===== config.mk =====
export PLATFORM = sky130hd
export DESIGN_NAME = sw_max_score_collector
export DESIGN_NICKNAME = d
export VERILOG_FILES = /design/src/rtl/sw_max_score_collector.sv
export SDC_FILE = /design/constraint.sdc
export NUM_CORES = 1
export LEC_CHECK = 0
export BUFFER_PORTS_ARGS = -buffer_cell sky130_fd_sc_hd__buf_2
export CAP_MARGIN = 0
export CORE_UTILIZATION = 35
export DETAILED_ROUTE_END_ITERATION = 8
export MAX_ROUTING_LAYER = met4
export PLACE_DENSITY_LB_ADDON = 0.25
export SYNTH_ARGS = -nofsm -noshare
export SYNTH_HDL_FRONTEND = slang
export SYNTH_SLANG_ARGS = --single-unit

===== constraint.sdc =====
create_clock -name i_clk -period 3.2 [get_ports i_clk]
set_clock_uncertainty 0.2 [all_clocks]
set_input_delay 0.16 -clock i_clk [delete_from_list [all_inputs] [get_ports i_clk]]
set_output_delay 0.16 -clock i_clk [all_outputs]
set_load 0.1 [all_outputs]

===== src/rtl/sw_max_score_collector.sv =====
// Collects the final Smith-Waterman PE row's score stream and reports the
// maximum score plus the reference column of its first occurrence.
module sw_max_score_collector #(
    parameter int SCORE_WIDTH = 10,
    parameter int POS_WIDTH   = 16
) (
    input  logic                   i_clk,
    input  logic                   i_rst,
    input  logic                   i_start,
    input  logic [POS_WIDTH-1:0]   i_ref_len,
    input  logic [SCORE_WIDTH-1:0] i_v_in,
    input  logic                   i_init_in,
    output logic                   o_busy,
    output logic                   o_result_valid,
    input  logic                   i_result_ready,
    output logic [SCORE_WIDTH-1:0] o_max_score,
    output logic [POS_WIDTH-1:0]   o_max_pos,
    output logic                   o_drop_err
);

    typedef enum logic [1:0] {
        IDLE    = 2'd0,
        COLLECT = 2'd1,
        DONE    = 2'd2
    } state_t;

    state_t                 r_state;
    state_t                 w_next_state;
    logic [POS_WIDTH-1:0]   r_len;
    logic [POS_WIDTH-1:0]   r_count;
    logic [SCORE_WIDTH-1:0] r_max_score;
    logic [POS_WIDTH-1:0]   r_max_pos;
    logic                   r_drop_err;

    logic w_restart;
    logic w_take;
    logic w_last;
    logic w_better;

    // A start restarts from IDLE or COLLECT; DONE must be drained first.
    assign w_restart = i_start && ((r_state == IDLE) || (r_state == COLLECT));
    assign w_take    = (r_state == COLLECT) && i_init_in && !i_start;
    assign w_last    = (r_count == (r_len - POS_WIDTH'(1)));
    assign w_better  = $signed(i_v_in) > $signed(r_max_score);

    always_comb begin
        w_next_state = r_state;
        case (r_state)
            IDLE: begin
                if (i_start) begin
                    w_next_state = (i_ref_len != '0) ? COLLECT : DONE;
                end
            end
            COLLECT: begin
                if (i_start) begin
                    w_next_state = (i_ref_len != '0) ? COLLECT : DONE;
                end else if (i_init_in && w_last) begin
                    w_next_state = DONE;
                end
            end
            DONE: begin
                if (o_result_valid && i_result_ready) begin
                    w_next_state = IDLE;
                end
            end
            default: w_next_state = IDLE;
        endcase
    end

    always_ff @(posedge i_clk) begin
        if (!i_rst) begin
            r_state     <= IDLE;
            r_len       <= '0;
            r_count     <= '0;
            r_max_score <= '0;
            r_max_pos   <= '0;
            r_drop_err  <= 1'b0;
        end else begin
            r_state <= w_next_state;
            if (w_restart) begin
                r_len       <= i_ref_len;
                r_count     <= '0;
                r_max_score <= '0;
                r_max_pos   <= '0;
                r_drop_err  <= 1'b0;
            end else begin
                if (w_take) begin
                    r_count <= r_count + POS_WIDTH'(1);
                    // Strict compare so ties keep the earliest column.
                    if (w_better) begin
                        r_max_score <= i_v_in;
                        r_max_pos   <= r_count;
                    end
                end
                if (i_init_in && (r_state != COLLECT)) begin
                    r_drop_err <= 1'b1;
                end
            end
        end
    end

    assign o_busy         = (r_state == COLLECT);
    assign o_result_valid = (r_state == DONE);
    assign o_max_score    = r_max_score;
    assign o_max_pos      = r_max_pos;
    assign o_drop_err     = r_drop_err;

endmodule


; Word-level counts from Yosys, hierarchy flattened
; Cells that the tools add are included.
[word_totals]
wordCells = 36
reg_bits = 61
inputBits = 31
out_inout_bits = 29
[op_classes]
add_sub_neg = 2
n_eq_ne = 7
muxes = 6
bitwise = 1
magnitude_cmp = 1
reduce_logical = 13
[ops]
columns = op, count
row1 = "adder 16 x 1 -> 16 bit, second input constant", 1
row2 = equality test 16 bit, 1
row3 = nonzero test 16 bit, 1
row4 = "subtractor 16 x 1 -> 16 bit, second input constant", 1
row5 = > comparator 10 bit, 1
row6 = 2-to-1 mux 2 bit, 5
row7 = logical AND 1 bit, 6
row8 = one-hot mux 2 bit (3 select lines), 1
row9 = "!= test 2 x 1 -> 1 bit, second input constant", 2
row10 = "!= test 3 x 2 -> 1 bit, second input constant", 1
row11 = AND reduction 3 bit, 1
row12 = "equality test 2 x 1 -> 1 bit, second input constant", 1
row13 = "equality test 2 bit, second input constant", 1
row14 = zero test 2 bit, 1
row15 = "!= test 2 bit, second input constant", 1
row16 = AND reduction 2 bit, 1
row17 = OR reduction 2 bit, 1
row18 = zero test 1 bit, 1
row19 = logical OR 1 bit, 1
row20 = NOT 1 bit, 1

; Logic depth before layout (Yosys ltp)
; Gate-level depths: netlist of the first run.
[depth]
word_depth = 6
ltp_mapped = 10
ltp_nobuf = 8

; Least setup slack after synthesis of the first run
; OpenSTA, ideal clock, no wires.
[synth_timing]
kind = register to register
start = reg r_max_score[1] (netlist: o_max_score[1])
end = reg r_max_score[0] (netlist: o_max_score[0])
arrival_time_ns = 2.572
synth_period_minus_slack_ns = 2.844
path_stages_with_launch = 11
slack_ns = 0.356
path_buffers = 2
path_cell_list = dfxtp_1 > inv_1 > ha_1 > nor2b_1 > o211ai_1 > a21oi_1 > o221ai_1 > a211oi_1 > buf_2 > buf_6 > mux2i_1
[synth_between]
elab_chain_len = 2
[synth_rtl]
columns = item, line
row1 = from (decl), 31  ; logic [SCORE_WIDTH-1:0] r_max_score;
row2 = from (signal assigned), 91  ; r_max_score <= i_v_in;
row3 = > comparator 10 bit, 44  ; assign w_better = $signed(i_v_in) > $signed(r_max_score);
row4 = AND reduction 2 bit (no line), -
; Every way passes these cells.
; A chain may end at the register's enable or synchronous reset.

; Worst setup path after layout of the first run
[layout_timing]
start = reg r_len[0]
end = reg r_state[0]
[layout_between]
elab_chain_len = 5
[layout_rtl]
columns = item, line
row1 = from (decl), 29  ; logic [POS_WIDTH-1:0] r_len;
row2 = from (signal assigned), 81  ; r_len <= i_ref_len;
row3 = subtractor 16 x 1 -> 16 bit, 43  ; assign w_last = (r_count == (r_len - POS_WIDTH'(1)));
row4 = equality test 16 bit, 43
row5 = logical AND 1 bit, 57  ; end else if (i_init_in && w_last) begin
row6 = != test 3 x 2 -> 1 bit (no line), -
row7 = AND reduction 3 bit (no line), -
row8 = to (signal assigned), 79  ; r_state <= w_next_state;
row9 = to (decl), 27  ; state_t r_state;
; Every way passes these cells.

==> summary.md, run 1 <==
| Metric | Value |
|---|---|
| Placed inst area | `3690 sq um` |
| FFs w/ async S/R, synth | `0%` |
| CTS buffer count | `9` |
| N_diodes | `0` |
| Status | `complete, no violations` |
| Routed Antenna Nets | `0` |
| Total power | `1.76 mW` |
| Final setup fails | `0` |
| Fin. Hold Viols | `0` |
| DIE WIDTH | `99.3 um` |
| Min Tclk post-route | `2.73 ns` |
| Post-synth EDFFs | `0` |
| Max-cap violations | `0` |
| Final Cell Area | `4170 sq um` |
| Setup Total Neg Slack | `0 ns` |
| Most common cell after layout, fill and taps aside | `nand2_1` |
| TritonRoute pass-1 iters | `4` |
| Max Fclk | `367 MHz` |
| Crit Path Max Fanout | `8` |
| WP data arrival | `2.77 ns` |
| Starting density of the core | `36.1%` |
| Clock Tree Root | `clkbuf_8` |
| Clk slew on worst S/H paths | `0.07 ns` |
| Layout cells sized above 1 | `17.3%` |
| Final Non-Filler Cells | `601` |
| Clock Path Buffers | `2` |
| Inst Count DP | `557` |
| Congestion Overflow GR | `0` |
| I/O Buffers | `59` |
| Slew Limit Headroom | `38.0%` |
| Critical path launch point type | `register` |
| Syn_area_per_cell | `8.17 sq um` |
| Post-route DRC | `0` |
| Area leader, netlist | `dfxtp_1` |
| FILL cells | `934` |
| First-pass GRT wire length | `13200 um` |
| Commonest non-fill, non-tap cells in the layout | `nand2_1 (95), dfxtp_1 (61), buf_2 (59)` |
| Leading post-synthesis cells by cell area | `dfxtp_1 (37%), nand2_1 (11%), mux2i_1 (8.2%)` |
| Slowest stage delay, CP | `0.58 ns` |
| FF/Latch Area | `1220 sq um` |
| Post-synth cell types | `51` |
| Total GRT Usage | `17.1%` |
| Delay-heaviest family, CP | `simple AND/OR/NAND/NOR gates` |
| Period utilization | `85.3%` |
| Most used DFF post-synth | `dfxtp_1` |
| Post-Route WL | `7730 um` |
| Area growth, synth to finish | `25.8%` |
| Core box area | `9200 sq um` |
| Seq/Total Area, Yosys | `36.8%` |
| Area of the multi-input gates | `1950 sq um` |
| Share of the synthesized area in the top cell type | `36.8%` |
| Synthesized Nets | `449` |
| Io pins | `60` |
| CTS tree | `built` |
| Drt via density | `5.08` |
| #FFs+latches synth | `61` |
| Worst setup EP type | `register` |
| Worst-case vdd ir drop | `318 uV` |
| PD cells | `423 nW/um^2` |
| Hold WC Path Type | `in2reg` |
| WP buf/inv | `1` |
| Slew Viols, Final | `0` |
| Vias | `3052` |
| Initial drt markers | `81` |
| Crit Path Class | `reg2reg` |
| Slew @ Worst Pin | `0.929 ns` |
| Vias in the first global route | `2982` |
| Synth Instances | `406` |
| Worst Path Required | `3.24 ns` |
| CP Cell Sequence | `inv_1 -> ha_1 -> or4b_1 -> nor3_1 -> mux2_2 -> o21ai_1 -> nand3_1 -> o211a_1` |
| H-tree level count | `3` |
| P_leak | `1.67 nW` |
| Yosys warns | `0` |
| Die area | `9870 sq um` |
| WL/cell | `12.9 um` |
| Dpl hpwl | `5570 um` |
| Max stage delay cell, worst path | `or4b_1` |
| Antenna violations before repair | `0` |
| Worst skew pair latency | `0.35 ns` |
| Final GP Congestion | `0.822` |
| Placement Rows | `35` |
| Post-Syn Area | `3320 sq um` |
| RSZ-0062 raised after global routing | `no` |
| Largest net degree at the start of global routing | `53` |
| Fin nets | `528` |
| Die Y | `99.3 um` |
| Clk sinks | `61` |
==> worst register-to-register path, stage by stage, from the launching register on <==
cell and delay [ns]:
dfxtp_1 0.37, inv_1 0.08, ha_1 0.29, or4b_1 0.58, nor3_1 0.26, mux2_2 0.37
o21ai_1 0.17, nand3_1 0.10, o211a_1 0.21
==> metal layers <==
metal	up-vias	part of all wire (%)	global-route usage (%)
li1	1555	-	-
met1	1397	49	20.5
met2	85	45	28.2
met3	15	4.2	3.72
met4	0	1.6	6.56
met5	-	0	-
==> where the power goes <==
group | leakage, nW | switching (mW) | internal (mW)
registers | 0.495 | 0.0231 | 0.775
logic | 1.07 | 0.153 | 0.117
clock network | 0.0996 | 0.333 | 0.362
==> cell type report <==
type | instances | share of cell area [%]
well taps | 111 | 3.33
clock inverters | 7 | 1.77
flip-flops and latches | 61 | 29.3
inverters | 14 | 1.26
multi-input cells | 307 | 46.7
repair buffers | 92 | 14.7
clock buffers | 9 | 2.97
==> flip-flops by register name, indices dropped and copies added (netlist names) <==
signal and count:
o_drop_err 1, o_max_pos 16, o_max_score 10, r_count 16, r_len 16, r_state 2
==> Yosys cell counts (7+ instances only) <==
master and count:
nand2_1 95, dfxtp_1 61, nor2_1 28, mux2i_1 27
xor2_1 21, clkbuf_1 20, inv_1 14, ha_1 12
xnor2_1 11, nand4_1 10, a21boi_1 9, a21oi_1 8
a21boi_0 7
==> cells by family after synthesis <==
logic type / count (synthesis) / share of synthesized area, %
flip-flops: 61 / 36.8
AO/OA/AOI/OAI: 51 / 10.8
AND/OR/NAND/NOR: 184 / 26.0
buffers and inverters: 38 / 4.83
multiplexers: 28 / 8.49
XOR/XNOR: 32 / 8.45
adder cells (fa/ha/maj): 12 / 4.53
==> worst paths after layout <==
path	start	end	slack [ns]	depth (start not counted)
max	r_len[0]	r_state[0]	0.47	8
min	i_rst	r_state[0]	0.02	2
min reg2reg	o_max_pos[15]	o_max_pos[15]	0.26	2
max reg2reg	r_len[0]	r_state[0]	0.47	8
==> stage by stage <==
step	util [%]	hold slack, ns	worst slack (ns)
after floorplan	-	0.0948	0.356
final	45.3	0.0195	0.472
after CTS	45.3	0.00750	0.478
after global routing	45.3	0.0299	0.270
after detailed placement	40.1	0.223	0.510
after global placement	40.1	0.216	0.599
==> repair_timing <==
| action | CTS | global route |
|---|---|---|
| hold buffers | 28 | 0 |
| hold endpoints to repair | 28 | 0 |
| endpoints found under the setup margin | 0 | 0 |
| gates resized for setup | 0 | 0 |
| buffers inserted | 0 | 0 |
(Power assumes the default switching activity.)
==> run 2: changes to the inputs <==
- clock period: 3.2 -> 2.94 ns (I/O delays scaled with it)
==> summary.md, run 2 (synthesis gave the netlist of run 1 again) <==
| Metric | Value |
|---|---|
| Slew Viols, Final | `0 (unchanged)` |
| Hold WC Path Type | `in2reg` |
| Total GRT Usage | `17.8% (+0.65 points)` |
| Clk slew on worst S/H paths | `0.08 ns (about the same)` |
| N_diodes | `0 (unchanged)` |
| First-pass GRT wire length | `13600 um (+2.8%)` |
| Clock Path Buffers | `2 (unchanged)` |
| WL/cell | `13.0 um (+1.3%)` |
| Commonest non-fill, non-tap cells in the layout | `nand2_1 (95), dfxtp_1 (61), buf_2 (59)` |
| Die Y | `99.3 um (unchanged)` |
| Post-cts sizing count | `0 (unchanged)` |
| I/O Buffers | `59 (unchanged)` |
| TritonRoute pass-1 iters | `4 (unchanged)` |
| DIE WIDTH | `99.3 um (unchanged)` |
| WP data arrival | `2.76 ns (about the same)` |
| H-tree level count | `3 (unchanged)` |
| Final Non-Filler Cells | `609 (+1.3%)` |
| Layout cells sized above 1 | `17.1% (-0.28 points)` |
| Largest net degree at the start of global routing | `53 (unchanged)` |
| Path depth of the worst reg2reg path | `8 (unchanged)` |
| Final Cell Area | `4250 sq um (+1.9%)` |
| CTS tree | `built` |
| Max-cap violations | `0 (unchanged)` |
| Dpl hpwl | `5540 um (-0.50%)` |
| WHS Path Cells | `5 (+3)` |
| WHS | `0.130 ns (+0.111 ns)` |
| Fin. Hold Viols | `0 (unchanged)` |
| Vias | `3070 (+0.59%)` |
| Setup Total Neg Slack | `0 ns (unchanged)` |
| Starting density of the core | `36.1% (unchanged)` |
| Met3 usage | `4.78% (+1.1 points)` |
| Most common cell after layout, fill and taps aside | `nand2_1` |
| Met1 GRT Util | `21.0% (+0.44 points)` |
| Initial drt markers | `72 (-11%)` |
| Crit Path Class | `reg2reg` |
| Critical path launch point type | `register` |
| Routed Antenna Nets | `0 (unchanged)` |
| Worst setup EP type | `register` |
| Period utilization | `92.5% (+7.2 points)` |
| Fin nets | `536 (+1.5%)` |
| PD cells | `453 nW/um^2 (+7.2%)` |
| Worst-case vdd ir drop | `272 uV (-14%)` |
| Slew @ Worst Pin | `0.949 ns (+0.0201 ns)` |
| Crit Path Max Fanout | `8 (unchanged)` |
| Final GP Congestion | `0.822 (about the same)` |
| RSZ-0062 raised after global routing | `no` |
| Drt via density | `5.04 (-0.73%)` |
| Worst Path Required | `2.98 ns (-0.26 ns)` |
| Post-route DRC | `0 (unchanged)` |
| Status | `complete, no violations` |
| Final setup fails | `0 (unchanged)` |
| Clk sinks | `61 (unchanged)` |
| Met2 GRT Util | `29.6% (+1.4 points)` |
| Worst skew pair latency | `0.34 ns (about the same)` |
| Total power | `1.92 mW (+9.2%)` |
| Grt peak-use layer | `met2` |
| Min Tclk post-route | `2.72 ns (-0.00989 ns)` |
| Setup WS pre-CTS | `0.252 ns (-0.258 ns)` |
| Slew Limit Headroom | `36.6% (-1.3 points)` |
| Post-Route WL | `7930 um (+2.7%)` |
| Placed inst area | `3690 sq um (unchanged)` |
| CTS buffer count | `9 (unchanged)` |
| Core box area | `9200 sq um (unchanged)` |
| Core Util, Final | `46.2% (+0.87 points)` |
| Placement Rows | `35 (unchanged)` |
| P_leak | `1.72 nW (+2.9%)` |
| Vias in the first global route | `2970 (-0.40%)` |
| Congestion Overflow GR | `0 (unchanged)` |
| Io pins | `60 (unchanged)` |
| Max Fclk | `368 MHz (+0.36%)` |
| Clock Tree Root | `clkbuf_8` |
| Antenna violations before repair | `0 (unchanged)` |
| Inst Count DP | `557 (unchanged)` |
| Post-route setup slack | `0.222 ns (-0.250 ns)` |
| Area growth, synth to finish | `28.2%` |
| Die area | `9870 sq um (unchanged)` |
==> run 2: cell types whose count changed in the layout (fill, tap and decap cells not counted), sizes merged <==
cell         delta
dlygate4sd3     +8
==> run 2: path summary, 6_finish.rpt <==
path	start	end	slack, ns
setup / recovery	r_len[0]	r_state[0]	0.22
hold / removal	i_result_ready	r_state[1]	0.13
setup reg to reg	r_len[0]	r_state[0]	0.22
hold reg to reg	o_max_pos[15]	o_max_pos[15]	0.25
==> run 2: metal layers <==
metal	vias to the layer above	part of all wire [%]
met5	-	0
met4	0	1.1
met3	9	4.3
met2	77	47
met1	1420	47
li1	1564	-
==> run 2: timing repair <==
| item | CTS | global route |
|---|---|---|
| setup buffers | 0 | 0 |
| endpoints found under the hold margin | 29 | 0 |
| hold buffers | 36 | 0 |
==> run 2: layout make-up <==
class | instances | area [sq um]
fill | 950 | 4950
multi-input combinational | 307 | 1950
sequential | 61 | 1220
timing repair buffer | 100 | 693
tap | 111 | 139
clock buffer | 9 | 124
clock inverter | 7 | 73.8
inverter | 14 | 52.6
==> run 2: power breakdown <==
group	switching, mW	internal (mW)	total, mW
clock network	0.360	0.394	0.753
registers	0.0255	0.843	0.869
logic	0.168	0.135	0.303
total	0.553	1.37	1.92
==> run 2: critical path: stages (launching register included) <==
cell     delay, ns
dfxtp_1       0.37
inv_1         0.08
ha_1          0.29
or4b_1        0.57
nor3_1        0.26
mux2_2        0.37
o21ai_1       0.17
nand3_1       0.10
o211a_1       0.21
